`src/rtl/seven_seg_scanner_if.sv`:
```
// seven_seg_scanner_if: frame-load inputs and digit-drive outputs of the seven-segment scanner
interface seven_seg_scanner_if #(
    parameter int NUM_DIGITS = 8
);
    logic [4*NUM_DIGITS-1:0] value;
    logic [NUM_DIGITS-1:0]   dp_mask;
    logic [NUM_DIGITS-1:0]   enable_mask;
    logic                    lz_blank;
    logic                    load;
    logic [3:0]              number;
    logic                    dec_point;
    logic [NUM_DIGITS-1:0]   anode;
    logic [2:0]              digit_idx;
    logic                    frame_done;

    modport master (
        output value, dp_mask, enable_mask, lz_blank, load,
        input  number, dec_point, anode, digit_idx, frame_done
    );

    modport slave (
        input  value, dp_mask, enable_mask, lz_blank, load,
        output number, dec_point, anode, digit_idx, frame_done
    );
endinterface

```
`src/rtl/seven_seg_scanner.sv`:
```
// seven_seg_scanner: time-multiplexed digit scanner with blanking, tear-free frame loads and zero suppression
module seven_seg_scanner #(
    parameter int NUM_DIGITS   = 8,
    parameter int REFRESH_DIV  = 100000,
    parameter int BLANK_CYCLES = 1000
) (
    input logic clk,
    input logic reset,
    seven_seg_scanner_if.slave bus
);
    localparam int CW = $clog2(REFRESH_DIV);
    localparam logic [CW-1:0] CNT_LAST = CW'(REFRESH_DIV - 1);
    localparam logic [CW-1:0] BLANK_C = CW'(BLANK_CYCLES);
    localparam logic [2:0] IDX_LAST = 3'(NUM_DIGITS - 1);

    logic [CW-1:0]           cnt, cnt_n;
    logic [2:0]              idx, idx_n;
    logic [4*NUM_DIGITS-1:0] act_val, act_val_n, sh_val;
    logic [NUM_DIGITS-1:0]   act_dp, act_dp_n, sh_dp;
    logic                    pending;
    logic                    last_slot, wrap, zero_run, supp_sel;
    logic [NUM_DIGITS-1:0]   supp, anode_n;

    always_comb begin
        last_slot = cnt == CNT_LAST;
        wrap = last_slot && idx == IDX_LAST;
        cnt_n = last_slot ? '0 : cnt + 1'b1;
        idx_n = wrap ? '0 : last_slot ? idx + 1'b1 : idx;
        act_val_n = !wrap ? act_val : bus.load ? bus.value : pending ? sh_val : act_val;
        act_dp_n = !wrap ? act_dp : bus.load ? bus.dp_mask : pending ? sh_dp : act_dp;
        // walk down from the top digit so zero_run means "this and every higher digit is blank"
        zero_run = 1'b1;
        supp = '0;
        for (int i = NUM_DIGITS - 1; i >= 0; i--) begin
            zero_run = zero_run & (act_val[4*i +: 4] == 4'h0) & ~act_dp[i];
            supp[i] = ~bus.enable_mask[i] | (bus.lz_blank & zero_run & (i != 0));
        end
        supp_sel = 1'(supp >> idx_n);
        anode_n = (cnt_n < BLANK_C || supp_sel) ? '1 : ~(NUM_DIGITS'(1) << idx_n);
    end

    always_ff @(posedge clk or posedge reset) begin
        if (reset) begin
            cnt            <= '0;
            idx            <= '0;
            act_val        <= '0;
            act_dp         <= '0;
            sh_val         <= '0;
            sh_dp          <= '0;
            pending        <= 1'b0;
            bus.anode      <= '1;
            bus.number     <= '0;
            bus.dec_point  <= 1'b0;
            bus.digit_idx  <= '0;
            bus.frame_done <= 1'b0;
        end else begin
            cnt     <= cnt_n;
            idx     <= idx_n;
            act_val <= act_val_n;
            act_dp  <= act_dp_n;
            if (bus.load) begin
                sh_val <= bus.value;
                sh_dp  <= bus.dp_mask;
            end
            pending        <= !wrap && (pending || bus.load);
            bus.anode      <= anode_n;
            bus.number     <= 4'(act_val_n >> {idx_n, 2'b00});
            bus.dec_point  <= 1'(act_dp_n >> idx_n);
            bus.digit_idx  <= idx_n;
            bus.frame_done <= wrap;
        end
    end
endmodule

```
`src/flat_wrapper.sv`:
```
// flat-port wrapper written by rule: the top's interface ports become plain ports
module seven_seg_scanner_flat 
#(
    parameter int NUM_DIGITS   = 8,
    parameter int REFRESH_DIV  = 100000,
    parameter int BLANK_CYCLES = 1000
)
  (clk, reset, bus_value, bus_dp_mask, bus_enable_mask, bus_lz_blank, bus_load, bus_number, bus_dec_point, bus_anode, bus_digit_idx, bus_frame_done);
  seven_seg_scanner_if #(.NUM_DIGITS(NUM_DIGITS)) bus_i ();
  input logic clk;
  input logic reset;
  input wire logic [$bits(bus_i.value)-1:0] bus_value;
  input wire logic [$bits(bus_i.dp_mask)-1:0] bus_dp_mask;
  input wire logic [$bits(bus_i.enable_mask)-1:0] bus_enable_mask;
  input wire logic [$bits(bus_i.lz_blank)-1:0] bus_lz_blank;
  input wire logic [$bits(bus_i.load)-1:0] bus_load;
  output wire logic [$bits(bus_i.number)-1:0] bus_number;
  output wire logic [$bits(bus_i.dec_point)-1:0] bus_dec_point;
  output wire logic [$bits(bus_i.anode)-1:0] bus_anode;
  output wire logic [$bits(bus_i.digit_idx)-1:0] bus_digit_idx;
  output wire logic [$bits(bus_i.frame_done)-1:0] bus_frame_done;
  assign bus_i.value = bus_value;
  assign bus_i.dp_mask = bus_dp_mask;
  assign bus_i.enable_mask = bus_enable_mask;
  assign bus_i.lz_blank = bus_lz_blank;
  assign bus_i.load = bus_load;
  assign bus_number = bus_i.number;
  assign bus_dec_point = bus_i.dec_point;
  assign bus_anode = bus_i.anode;
  assign bus_digit_idx = bus_i.digit_idx;
  assign bus_frame_done = bus_i.frame_done;
  seven_seg_scanner #(.NUM_DIGITS(NUM_DIGITS), .REFRESH_DIV(REFRESH_DIV), .BLANK_CYCLES(BLANK_CYCLES)) u_core (.clk(clk), .reset(reset), .bus(bus_i));
endmodule
```
`config.mk`:
```
export PLATFORM = sky130hd
export DESIGN_NAME = seven_seg_scanner_flat
export DESIGN_NICKNAME = d
export VERILOG_FILES = /design/src/rtl/seven_seg_scanner_if.sv /design/src/rtl/seven_seg_scanner.sv /design/src/flat_wrapper.sv
export SDC_FILE = /design/constraint.sdc
export NUM_CORES = 1
export LEC_CHECK = 0
export BUFFER_PORTS_ARGS = -buffer_cell sky130_fd_sc_hd__buf_4
export CELL_PAD_IN_SITES_DETAIL_PLACEMENT = 1
export CELL_PAD_IN_SITES_GLOBAL_PLACEMENT = 1
export CORE_UTILIZATION = 46
export DETAILED_ROUTE_END_ITERATION = 8
export GPL_ROUTABILITY_DRIVEN = 0
export HOLD_SLACK_MARGIN = 0.08
export PLACE_DENSITY_LB_ADDON = 0.1
export SYNTH_ARGS = -nofsm -noshare
export SYNTH_HDL_FRONTEND = slang
export SYNTH_SLANG_ARGS = --single-unit
```
`constraint.sdc`:
```
create_clock -name clk -period 4.1 [get_ports clk]
set_input_delay 0 -clock clk [delete_from_list [all_inputs] [get_ports clk]]
set_output_delay 0 -clock clk [all_outputs]
set_load 0.02 [all_outputs]
```
After elaboration in Yosys (flattened, before gate mapping)
Cells that the tools add are included.
{"block": "op_classes", "addsub": 2, "n_lt_le_gt_ge": 1, "eq_ne": 2, "shift": 4, "mux": 10, "n_bitwise": 43, "n_reduce_logical": 12}
{"op": "two-way mux 32 bit", "count": 3}
{"op": "two-way mux 8 bit", "count": 4}
{"op": ">> shifter 32 x 5 -> 4 bit", "count": 1}
{"op": "logical NOT 4 bit", "count": 7}
{"op": "AND 1 bit", "count": 20}
{"op": "adder 17 x 1 -> 17 bit, second input constant", "count": 1}
{"op": "== test 17 bit, second input constant", "count": 1}
{"op": "less-than comparator 17 x 10 -> 1 bit, second input constant", "count": 1}
{"op": "two-way mux 17 bit", "count": 1}
{"op": ">> shifter 8 x 3 -> 1 bit", "count": 2}
{"op": "inverter 1 bit", "count": 15}
{"op": "inverter 8 bit", "count": 1}
{"op": "<< shifter 1 x 3 -> 8 bit, first input constant", "count": 1}
{"op": "bitwise OR 1 bit", "count": 7}
{"op": "two-way mux 3 bit", "count": 2}
{"op": "adder 3 x 1 -> 3 bit, second input constant", "count": 1}
{"op": "== test 3 bit, second input constant", "count": 1}
{"op": "logical AND 1 bit", "count": 2}
{"op": "logical OR 1 bit", "count": 2}
{"op": "logical NOT 1 bit", "count": 1}
{"block": "word_totals", "regBits": 115, "in_bits": 52, "out_inout_bits": 17, "elab_cells": 85}

Logic depth before layout (Yosys ltp)
Gate-level depths: netlist (run 1).
{"block": "depth", "word_depth": 19, "depth_mapped": 12, "ltp_nobuf": 9}

Least setup slack after synthesis (run 1)
OpenSTA, ideal clock, no wires.
{"block": "synth_timing", "kind": "flip-flop to flip-flop", "from": "reg u_core.cnt[0]", "to": "reg u_core.bus.anode[1]", "setup_time_ps": 101, "t_arrival_ps": 2515, "required_ps": 3999, "setup_slack_ps": 1484, "path_stages_with_launch": 9, "path_buffers": 0, "synth_period_minus_slack_ps": 2616, "cell_sequence": "dfrtp_1 ha_1 and4_1 nand4_2 nor2_4 mux2i_1 inv_1 a2111oi_2 nand4_1"}
{"block": "synth_between", "elab_chain_cells": 6, "elab_cells_between_ends": 12, "classes_between": "add/sub: 1; order compare: 1; eq/ne: 1; shift: 2; mux: 4; bitwise: 1; reduce/logical: 2"}
{"element": "from (decl)", "line": "seven_seg_scanner.sv:16", "rtl": "logic [CW-1:0] cnt, cnt_n;"}
{"element": "from (signal assigned)", "line": "seven_seg_scanner.sv:57", "rtl": "cnt <= cnt_n;"}
{"element": "== test 17 bit (*)", "line": "seven_seg_scanner.sv:25", "rtl": "last_slot = cnt == CNT_LAST;"}
{"element": "two-way mux 3 bit / logical AND 1 bit (equally long branches)", "line": "seven_seg_scanner.sv:28, seven_seg_scanner.sv:26"}
{"element": "two-way mux 3 bit (*)", "line": "seven_seg_scanner.sv:28", "rtl": "idx_n = wrap ? '0 : last_slot ? idx + 1'b1 : idx;"}
{"element": "net u_core.idx_n[2]", "line": "seven_seg_scanner.sv:17", "rtl": "logic [2:0] idx, idx_n;"}
{"element": ">> shifter 8 x 3 -> 1 bit / << shifter 1 x 3 -> 8 bit (equally long branches)", "line": "seven_seg_scanner.sv:38, seven_seg_scanner.sv:39"}
{"element": "logical OR 1 bit / inverter 8 bit (equally long branches)", "line": "seven_seg_scanner.sv:39", "rtl": "anode_n = (cnt_n < BLANK_C || supp_sel) ? '1 : ~(NUM_DIGITS'(1) << idx_n);"}
{"element": "two-way mux 8 bit (*)", "line": "seven_seg_scanner.sv:39"}
{"element": "net u_core.anode_n[1]", "line": "seven_seg_scanner.sv:22", "rtl": "logic [NUM_DIGITS-1:0] supp, anode_n;"}
{"element": "to (signal assigned)", "line": "seven_seg_scanner.sv:66", "rtl": "bus.anode <= anode_n;"}
{"element": "to (decl)", "line": "seven_seg_scanner_if.sv:23", "rtl": "output number, dec_point, anode, digit_idx, frame_done"}
The timed path passes the listed nets; every way through them passes the cells marked *.
A chain may end at the register's enable or synchronous reset.

Final worst setup path (run 1)
{"block": "layout_timing", "from": "reg u_core.cnt[0]", "to": "reg u_core.bus.anode[3]"}
Same word-level chain as after synthesis.

==> results of run 1 <==
state kept, by name, indices dropped and copies added (netlist names):
name and flops:
u_core.act_val 32, u_core.sh_val 32, u_core.cnt 17, u_core.act_dp 8, u_core.bus.anode 8, u_core.sh_dp 8, u_core.bus.number 4, u_core.bus.digit_idx 3
u_core.bus.dec_point 1, u_core.bus.frame_done 1, u_core.pending 1
area by class of cell:
type                       instances  area, um2
timing repair buffer             123       1050
fill                            1172       4330
inverter                          12       47.5
tap                              143        179
sequential                       115       2890
clock inverter                    12        133
multi-input combinational        306       2340
clock buffer                      20        447
placed cells by master (no fill, tap or decap), drive strengths merged, types with 12 or more instances in the layout:
| cell | count |
|---|---|
| nand2 | 20 |
| buf | 72 |
| nand4 | 13 |
| nor2 | 32 |
| inv | 13 |
| nand3 | 15 |
| nor3 | 12 |
| dlygate4sd3 | 51 |
| o22ai | 25 |
| a21oi | 18 |
| dfrtp | 107 |
| clkbuf | 20 |
| mux2 | 66 |
final timing paths:
path,end,slack (ns),cells past startpoint
worst min register to register,u_core.sh_val[11]$_DFFE_PP0P_,0.49,1
worst max-delay path,u_core.bus.anode[3]$_DFF_PP1_,0.33,9
worst max register to register,u_core.bus.anode[3]$_DFF_PP1_,0.33,9
max in group asynchronous,u_core.sh_val[2]$_DFFE_PP0P_,2.65,4
worst min-delay path,u_core.pending$_DFF_PP0_,0.30,4
min in group asynchronous,u_core.sh_val[13]$_DFFE_PP0P_,0.40,3
critical path: stages, from the launching register on:
cell and delay, ns:
dfrtp_1 0.41, ha_1 0.25, and4_1 0.33, nand4_2 0.34
nor2_4 0.45, mux2i_2 0.46, inv_1 0.26, a2111oi_2 0.44
dlygate4sd3_1 0.64, nand2_1 0.07
per-layer routing:
layer	vias up	wire [um]	share of wire	GRT usage
li1	1939	-	-	-
met4	0	402	0.027	0.116
met1	2159	6420	0.44	0.322
met2	73	7590	0.51	0.458
met3	32	335	0.023	0.0564
met5	-	0	0	0
repair_timing:
item                                    CTS  global route
endpoints found under the setup margin    0             4
hold buffers                             51             0
gates resized for setup                   0             1
endpoints found under the hold margin   158             0
through the flow:
step	instances	power (W)	hold WS [ns]	worst slack (ns)
2_1_floorplan	459	0.00128	0.0605	1.07
3_3_place_gp	648	0.00134	0.152	0.875
3_5_place_dp	648	0.00135	0.157	0.699
4_1_cts	731	0.00283	0.265	0.224
5_1_grt	731	0.00289	0.321	0.0100
6_report	731	0.00280	0.298	0.331
power groups by stage:
stage	Sequential (W)	Combinational, W	Clock (W)
floorplan	0.00120	0.0000756	0
global placement	0.00121	0.000135	0
detailed placement	0.00121	0.000138	0
CTS	0.00119	0.000174	0.00147
global route	0.00119	0.000189	0.00151
finish	0.00119	0.000173	0.00144
cells by family after synthesis:
family          after synthesis  synth area share
compound gates               86             0.116
xor+xnor                     13            0.0211
fa+ha+maj                     3           0.00695
buf+inv                      38            0.0336
flops                       115             0.535
mux                          71             0.147
simple gates                133             0.141
==> results.json, run 1 <==
{
  "post_drt_wl_per_cell_um": 20.2,
  "ioPinCount": 69,
  "p_int_w": 0.00218,
  "ys_warn_count": 0,
  "r2r-start": "u_core.cnt[0]$_DFF_PP0_",
  "core-area_um2": 11400,
  "fmaxAchievable_ghz": 0.265,
  "cp-end-kind": "flop",
  "drive_gt1_frac": 0.333,
  "dieArea_um2": 12200,
  "syn_inst": 459,
  "power.share.sequential": 0.425,
  "initialDrtViolationCount": 262,
  "grt_pass1_wl_mm": 23.7,
  "die_h_um": 110,
  "clk_pin_slew_ns": 0.06,
  "row_count": 39,
  "postCtsSetupRepairBufs": 0,
  "grt_pass1_vias": 4499,
  "syn_area_per_cell_um2": 11.8,
  "arrival_ns": 4.09,
  "cts_tree": "yes",
  "power_per_cell_area_nw_per_um2": 395,
  "gr-total-overflow": 0,
  "clock_path_buffers": 2,
  "grt_use_total": 0.266,
  "worstPathMaxFanout": 13,
  "yosys.area.top_type": "dfrtp_1",
  "worstSetupPathType": "reg2reg",
  "drv_slew": 0,
  "min_period_ns": 3.77,
  "nets": 630,
  "status": "complete, no violations",
  "area_delta_synth_final_pct": 31.2,
  "syn-num-nets": 514,
  "place_hpwl_mm": 9.93,
  "via_per_inst": 5.75,
  "ys_types": 63,
  "async_reset_ff_frac": 1.00,
  "cp.required_ns": 4.42,
  "start_util": 0.473,
  "yosysTopAreaCellShare": 0.496,
  "cts_buffers": 17,
  "p_switching_w": 0.000614,
  "slew-limit-headroom": 0.318,
  "root_buffer": "clkbuf_16",
  "ys_top_cells_by_area": "dfrtp_1, mux2_2, dfstp_2",
  "htreeDepth": 4,
  "pwr-share-comb": 0.062,
  "antenna_found_initial": 0,
  "num_vias": 4203,
  "wirelength_mm": 14.7,
  "route.detailed.drc": 0,
  "hold_class": "in2reg",
  "synth-seq-area-share": 0.535,
  "finalClockSkew_ns": 0.0100,
  "ys_ff_latch": 115,
  "finalInstanceArea_um2": 7080,
  "p_leak_nw": 3.22,
  "portBuffers": 68,
  "synth_flop_cell": "dfrtp_1",
  "vdd_drop_max_mv": 0.338,
  "tightestPinTransition_ns": 1.01,
  "clkLatencyLatePin_ns": 0.41,
  "synth.cell_area_um2": 5400,
  "setup_viol_count_final": 0,
  "min_from": "bus_load",
  "die_w_um": 110,
  "tns_ns": 0,
  "synth_edf_count": 0,
  "rsz0062_at_grt": "no",
  "yosysMostFrequentCell": "dfrtp_1",
  "yosys-top-cells-count": "dfrtp_1, mux2_2, nor2_1",
  "ant_nets": 0,
  "utilization": 0.620,
  "finalHoldViolations": 0,
  "pwr-share-clk": 0.513,
  "fin_crit_sh": 0.919,
  "dpl_cell_area_um2": 5990,
  "cp-start-kind": "flop",
  "switching_share": 0.219,
  "cts.sink_count": 115,
  "grt_max_degree": 80,
  "drt-pass1-iter-count": 4,
  "crit_path_start": "u_core.cnt[0]$_DFF_PP0_",
  "maxCapViolations": 0,
  "diodes": 0
}
Note: power is estimated with default switching activity, not from simulation.
==> run 2: changes to the inputs <==
Settings changed: BUFFER_PORTS_ARGS -buffer_cell sky130_fd_sc_hd__buf_4 to -buffer_cell sky130_fd_sc_hd__buf_2.
==> run 2 against run 1 <==
Via count is 0.24% lower. Core utilization is 0.90 points lower. Sequential power hardly changed. Highest routed layer unchanged. Flip-flop and latch count stayed put. Clock power is 10% higher. Largest power group unchanged. Register-to-register slack hardly changed. Critical path type unchanged. Global-route usage is 0.11 points higher.
==> results.json, run 2 (synthesis results as in run 1) <==
{
  "die_w_um": 110,
  "finalHoldViolations": 0,
  "clk_pin_slew_ns": 0.06,
  "fillCellCount": 1185,
  "drv_slew": 0,
  "start_util": 0.473,
  "r2r-start": "u_core.cnt[0]$_DFF_PP0_",
  "tightestPinTransition_ns": 0.949,
  "area_delta_synth_final_pct": 29.3,
  "r2r_slack_ns": 0.32,
  "cp-end-kind": "flop",
  "via_per_inst": 5.73,
  "vdd_drop_max_mv": 0.334,
  "finalHoldWorstSlack_ns": 0.217,
  "arrival_ns": 4.11,
  "die_h_um": 110,
  "grt_pass1_wl_mm": 23.4,
  "power.share.sequential": 0.404,
  "cts_buffers": 17,
  "p_leak_nw": 3.21,
  "fmaxAchievable_ghz": 0.265,
  "dieArea_um2": 12200,
  "p_switching_w": 0.000642,
  "final_cell_mix": "dfrtp_1, buf_2, mux2_2",
  "hold_class": "in2reg",
  "pwr-share-comb": 0.054,
  "finalClockSkew_ns": 0.00636,
  "cts.sink_count": 115,
  "root_buffer": "clkbuf_16",
  "initialDrtViolationCount": 172,
  "post_drt_wl_per_cell_um": 20.3,
  "p_int_w": 0.00230,
  "antenna_found_initial": 0,
  "htreeDepth": 4,
  "diodes": 0,
  "pwr-share-clk": 0.541,
  "p_total_w": 0.00294,
  "cp.required_ns": 4.43,
  "utilization": 0.611,
  "place_hpwl_mm": 9.68,
  "top_regs": "u_core.act_val x32, u_core.sh_val x32, u_core.cnt x17",
  "tns_ns": 0,
  "min_path_cells": 2,
  "grt_max_degree": 77,
  "place_inst": 649,
  "row_count": 39,
  "ioPinCount": 69,
  "clkLatencyLatePin_ns": 0.42,
  "drive_gt1_frac": 0.338,
  "cp-start-kind": "flop",
  "num_vias": 4193,
  "switching_share": 0.218,
  "regToRegEndpoint": "u_core.bus.anode[3]$_DFF_PP1_",
  "rsz0062_at_grt": "no",
  "mostFrequentLayoutCell": "dfrtp_1",
  "ant_nets": 0,
  "portBuffers": 68,
  "setup_viol_count_final": 0,
  "drt-pass1-iter-count": 4,
  "min_from": "bus_load",
  "final_cells": 732,
  "cts_tree": "yes",
  "reg2regPathDepth": 9,
  "worstPathMaxFanout": 13,
  "slew-limit-headroom": 0.367,
  "core-area_um2": 11400,
  "fin_crit_sh": 0.921,
  "hold_end": "u_core.sh_val[5]$_DFFE_PP0P_",
  "grt_pass1_vias": 4531,
  "status": "complete, no violations",
  "power_per_cell_area_nw_per_um2": 421,
  "worstSetupPathType": "reg2reg",
  "nets": 631,
  "min_period_ns": 3.78,
  "clock_path_buffers": 2,
  "route.detailed.drc": 0,
  "maxCapViolations": 0,
  "gr-total-overflow": 0,
  "grt_use_total": 0.267,
  "wirelength_mm": 14.9
}
## run 2: how the worst max path moves through the flow
stage | startpoint | endpoint | slack (ns) | depth (start not counted)
CTS | u_core.cnt[0]$_DFF_PP0_ | u_core.bus.anode[3]$_DFF_PP1_ | 0.19 | 9
detailed placement | u_core.cnt[0]$_DFF_PP0_ | u_core.bus.anode[0]$_DFF_PP1_ | 0.66 | 8
finish | u_core.cnt[0]$_DFF_PP0_ | u_core.bus.anode[3]$_DFF_PP1_ | 0.32 | 9
global placement | u_core.cnt[0]$_DFF_PP0_ | u_core.bus.anode[1]$_DFF_PP1_ | 0.85 | 8
floorplan | reset | u_core.act_dp[0]$_DFF_PP0_ | 1.07 | 1
global route | u_core.cnt[0]$_DFF_PP0_ | u_core.bus.anode[3]$_DFF_PP1_ | 0.05 | 9
## run 2: routing by layer
| layer | GRT usage | share of wire | vias up |
|---|---|---|---|
| met5 | 0 | 0 | - |
| met3 | 0.0641 | 0.030 | 41 |
| li1 | - | - | 1929 |
| met1 | 0.315 | 0.42 | 2138 |
| met2 | 0.449 | 0.51 | 85 |
| met4 | 0.145 | 0.036 | 0 |
## run 2: final cells by class
type	count	area (um2)	share of cell area
flip-flops and latches	115	2890	0.414
multi-input cells	306	2340	0.335
repair buffers	124	888	0.127
clock buffers	18	439	0.0629
clock inverters	14	200	0.0287
well taps	143	179	0.0256
inverters	12	47.5	0.00681
## run 2: power by group through the flow
stage / Clock, W / Sequential (W) / Combinational [W]
final: 0.00159 / 0.00119 / 0.000159
after global routing: 0.00166 / 0.00119 / 0.000177
after CTS: 0.00162 / 0.00119 / 0.000160
after detailed placement: 0 / 0.00121 / 0.000125
after global placement: 0 / 0.00121 / 0.000121
after floorplan: 0 / 0.00120 / 0.0000756
## run 2: critical path, cell delays in order (launching register included)
cell and delay [ns]:
dfrtp_1 0.40, ha_1 0.24, and4_1 0.34, nand4_2 0.34, nor2_4 0.45, mux2i_2 0.48
inv_1 0.26, a2111oi_2 0.46, dlygate4sd3_1 0.66, nand2_1 0.06
## run 2: what timing repair did
item	4_1_cts	5_1_grt
endpoints found under the setup margin	0	4
hold endpoints to repair	155	0
setup buffers	0	0
gates resized for setup	0	1
hold buffers	51	0
## run 2: through the flow
step / cell area, um2 / worst slack (ns)
floorplan: 5400 / 1.07
global placement: 5830 / 0.849
detailed placement: 5830 / 0.659
CTS: 6980 / 0.190
global route: 6980 / 0.0493
finish: 6980 / 0.325
==> run 3: changes to the inputs <==
Settings changed: CELL_PAD_IN_SITES_DETAIL_PLACEMENT 1 to not set, CELL_PAD_IN_SITES_GLOBAL_PLACEMENT 1 to not set, CORE_UTILIZATION 46 to 58, CTS_CLUSTER_SIZE set to 28, PLACE_DENSITY set to 0.8, PLACE_DENSITY_LB_ADDON 0.1 to not set, SETUP_SLACK_MARGIN set to 0.5.
==> run 3 against run 2 <==
Highest routed layer unchanged. Critical path depth increased by 1. Sequential power barely moved. Total power increased by 3.6%. Count of clock-buffer cells in the layout up 5. Core utilization increased by 18 points. Fmax is 7.3% higher. The run now ends with design-rule violations left. Critical path type unchanged. Global-route usage increased by 5.2 points. Clock skew grew 0.0066 ns.
==> results.json, run 3 (synthesis results as in run 1) <==
{
  "finalHoldWorstSlack_ns": 0.166,
  "rsz0062_at_grt": "no",
  "fillCellCount": 496,
  "ant_nets": 0,
  "slew-limit-headroom": 0.370,
  "cts.sink_count": 115,
  "final_cell_mix": "dfrtp_1, buf_2, mux2_2",
  "grt_use_total": 0.319,
  "via_per_inst": 6.39,
  "htreeDepth": 4,
  "area_delta_synth_final_pct": 30.3,
  "slowest_delay_ns": 0.57,
  "route.detailed.drc": 5,
  "drv_slew": 0,
  "post_drt_wl_per_cell_um": 21.1,
  "violations": "design-rule violations",
  "fmaxAchievable_ghz": 0.284,
  "finalClockSkew_ns": 0.0130,
  "dieArea_um2": 9700,
  "worstSetupPathType": "reg2reg",
  "crit_family": "simple AND/OR/NAND/NOR gates",
  "finalHoldViolations": 0,
  "gr-total-overflow": 0,
  "p_leak_nw": 3.25,
  "mostFrequentLayoutCell": "dfrtp_1",
  "antenna_found_initial": 0,
  "root_buffer": "clkbuf_8",
  "die_h_um": 98.5,
  "clock_path_buffers": 2,
  "maxCapViolations": 0,
  "p_total_w": 0.00305,
  "drive_gt1_frac": 0.343,
  "cts_tree": "yes",
  "drt-pass1-iter-count": 8,
  "initialDrtViolationCount": 486,
  "num_vias": 4504,
  "core-area_um2": 8850,
  "nets": 639,
  "clkLatencyLatePin_ns": 0.52,
  "fin_crit_sh": 0.858,
  "cp-end-kind": "flop",
  "r2r_slack_ns": 0.58,
  "grt_use_met3": 0.0823,
  "tns_ns": 0,
  "vdd_drop_max_mv": 0.289,
  "place_hpwl_mm": 8.63,
  "diodes": 0,
  "tightestPinTransition_ns": 0.945,
  "wirelength_mm": 14.8,
  "hold_class": "in2reg",
  "grt_pass1_vias": 4563,
  "use_met2": 0.516,
  "worstPathMaxFanout": 18,
  "cp.required_ns": 4.54,
  "grt-busiest-layer": "met2",
  "cp-start-kind": "flop",
  "arrival_ns": 3.96,
  "status": "complete, but fails checks",
  "use_met1": 0.405,
  "cts_buffers": 17,
  "setup_viol_count_final": 0,
  "min_period_ns": 3.52,
  "power_per_cell_area_nw_per_um2": 433,
  "row_count": 34,
  "grt_pass1_wl_mm": 23.4,
  "ioPinCount": 69,
  "cp_num_buf_inv": 2,
  "grt_max_degree": 79,
  "critPathSlowestCell": "dlygate4sd3_1",
  "clk_pin_slew_ns": 0.05,
  "top_regs": "u_core.act_val x32, u_core.sh_val x32, u_core.cnt x17",
  "portBuffers": 68,
  "start_util": 0.610,
  "path_cells": "ha_1 -> and4_1 -> nand4_2 -> nor2_4 -> a21boi_4 -> inv_2 -> nand3_1 -> a311oi_2 -> nand2_1 -> dlygate4sd3_1",
  "die_w_um": 98.5
}
-- run 3: layout make-up --
| type | count | area, um2 | area share |
|---|---|---|---|
| Multi-Input combinational cell | 306 | 2340 | 0.333 |
| Clock buffer | 23 | 477 | 0.0678 |
| Clock inverter | 9 | 200 | 0.0285 |
| Inverter | 12 | 47.5 | 0.00676 |
| Tap cell | 108 | 135 | 0.0192 |
| Sequential cell | 115 | 2890 | 0.410 |
| Timing Repair Buffer | 132 | 948 | 0.135 |
-- run 3: through the flow --
step	setup WS (ns)	area, um2	instances	util
after floorplan	1.07	5400	459	-
after global placement	0.920	5780	613	0.653
after detailed placement	0.746	5780	613	0.653
after CTS	0.528	6960	696	0.787
after global routing	0.430	7040	705	0.795
final	0.581	7040	705	0.795
-- run 3: what timing repair did --
action	CTS	global route
setup buffers	0	9
hold buffers	51	0
gates resized for setup	0	1
endpoints found under the setup margin	0	4
hold endpoints to repair	169	0
-- run 3: routing by layer --
metal  up-vias  wire length, um  share of wire
met5         -                0              0
met4         0              585          0.039
met3        69             1140          0.077
met2       277             7210           0.49
met1      2208             5910           0.40
li1       1950                -              -
-- run 3: power by group --
| group | internal, W | switching [W] |
|---|---|---|
| Clock | 0.00117 | 0.000518 |
| Sequential | 0.00118 | 0.0000153 |
| Combinational | 0.0000891 | 0.0000750 |
-- run 3: path summary, 6_finish.rpt --
check                                             start                       endpoint  cells after the start
setup / recovery                u_core.cnt[0]$_DFF_PP0_  u_core.bus.anode[7]$_DFF_PP1_                     10
hold / removal                       bus_enable_mask[0]  u_core.bus.anode[0]$_DFF_PP1_                      3
setup reg to reg                u_core.cnt[0]$_DFF_PP0_  u_core.bus.anode[7]$_DFF_PP1_                     10
hold reg to reg            u_core.sh_val[4]$_DFFE_PP0P_   u_core.sh_val[4]$_DFFE_PP0P_                      1
max in group asynchronous                         reset  u_core.bus.anode[6]$_DFF_PP1_                      4
min in group asynchronous                         reset    u_core.act_val[6]$_DFF_PP0_                      3
-- run 3: worst reg2reg max path: stages, from the launching register on --
cell and delay (ns):
dfrtp_1 0.40, ha_1 0.24, and4_1 0.33, nand4_2 0.35
nor2_4 0.34, a21boi_4 0.15, inv_2 0.29, nand3_1 0.20
a311oi_2 0.46, nand2_1 0.10, dlygate4sd3_1 0.57
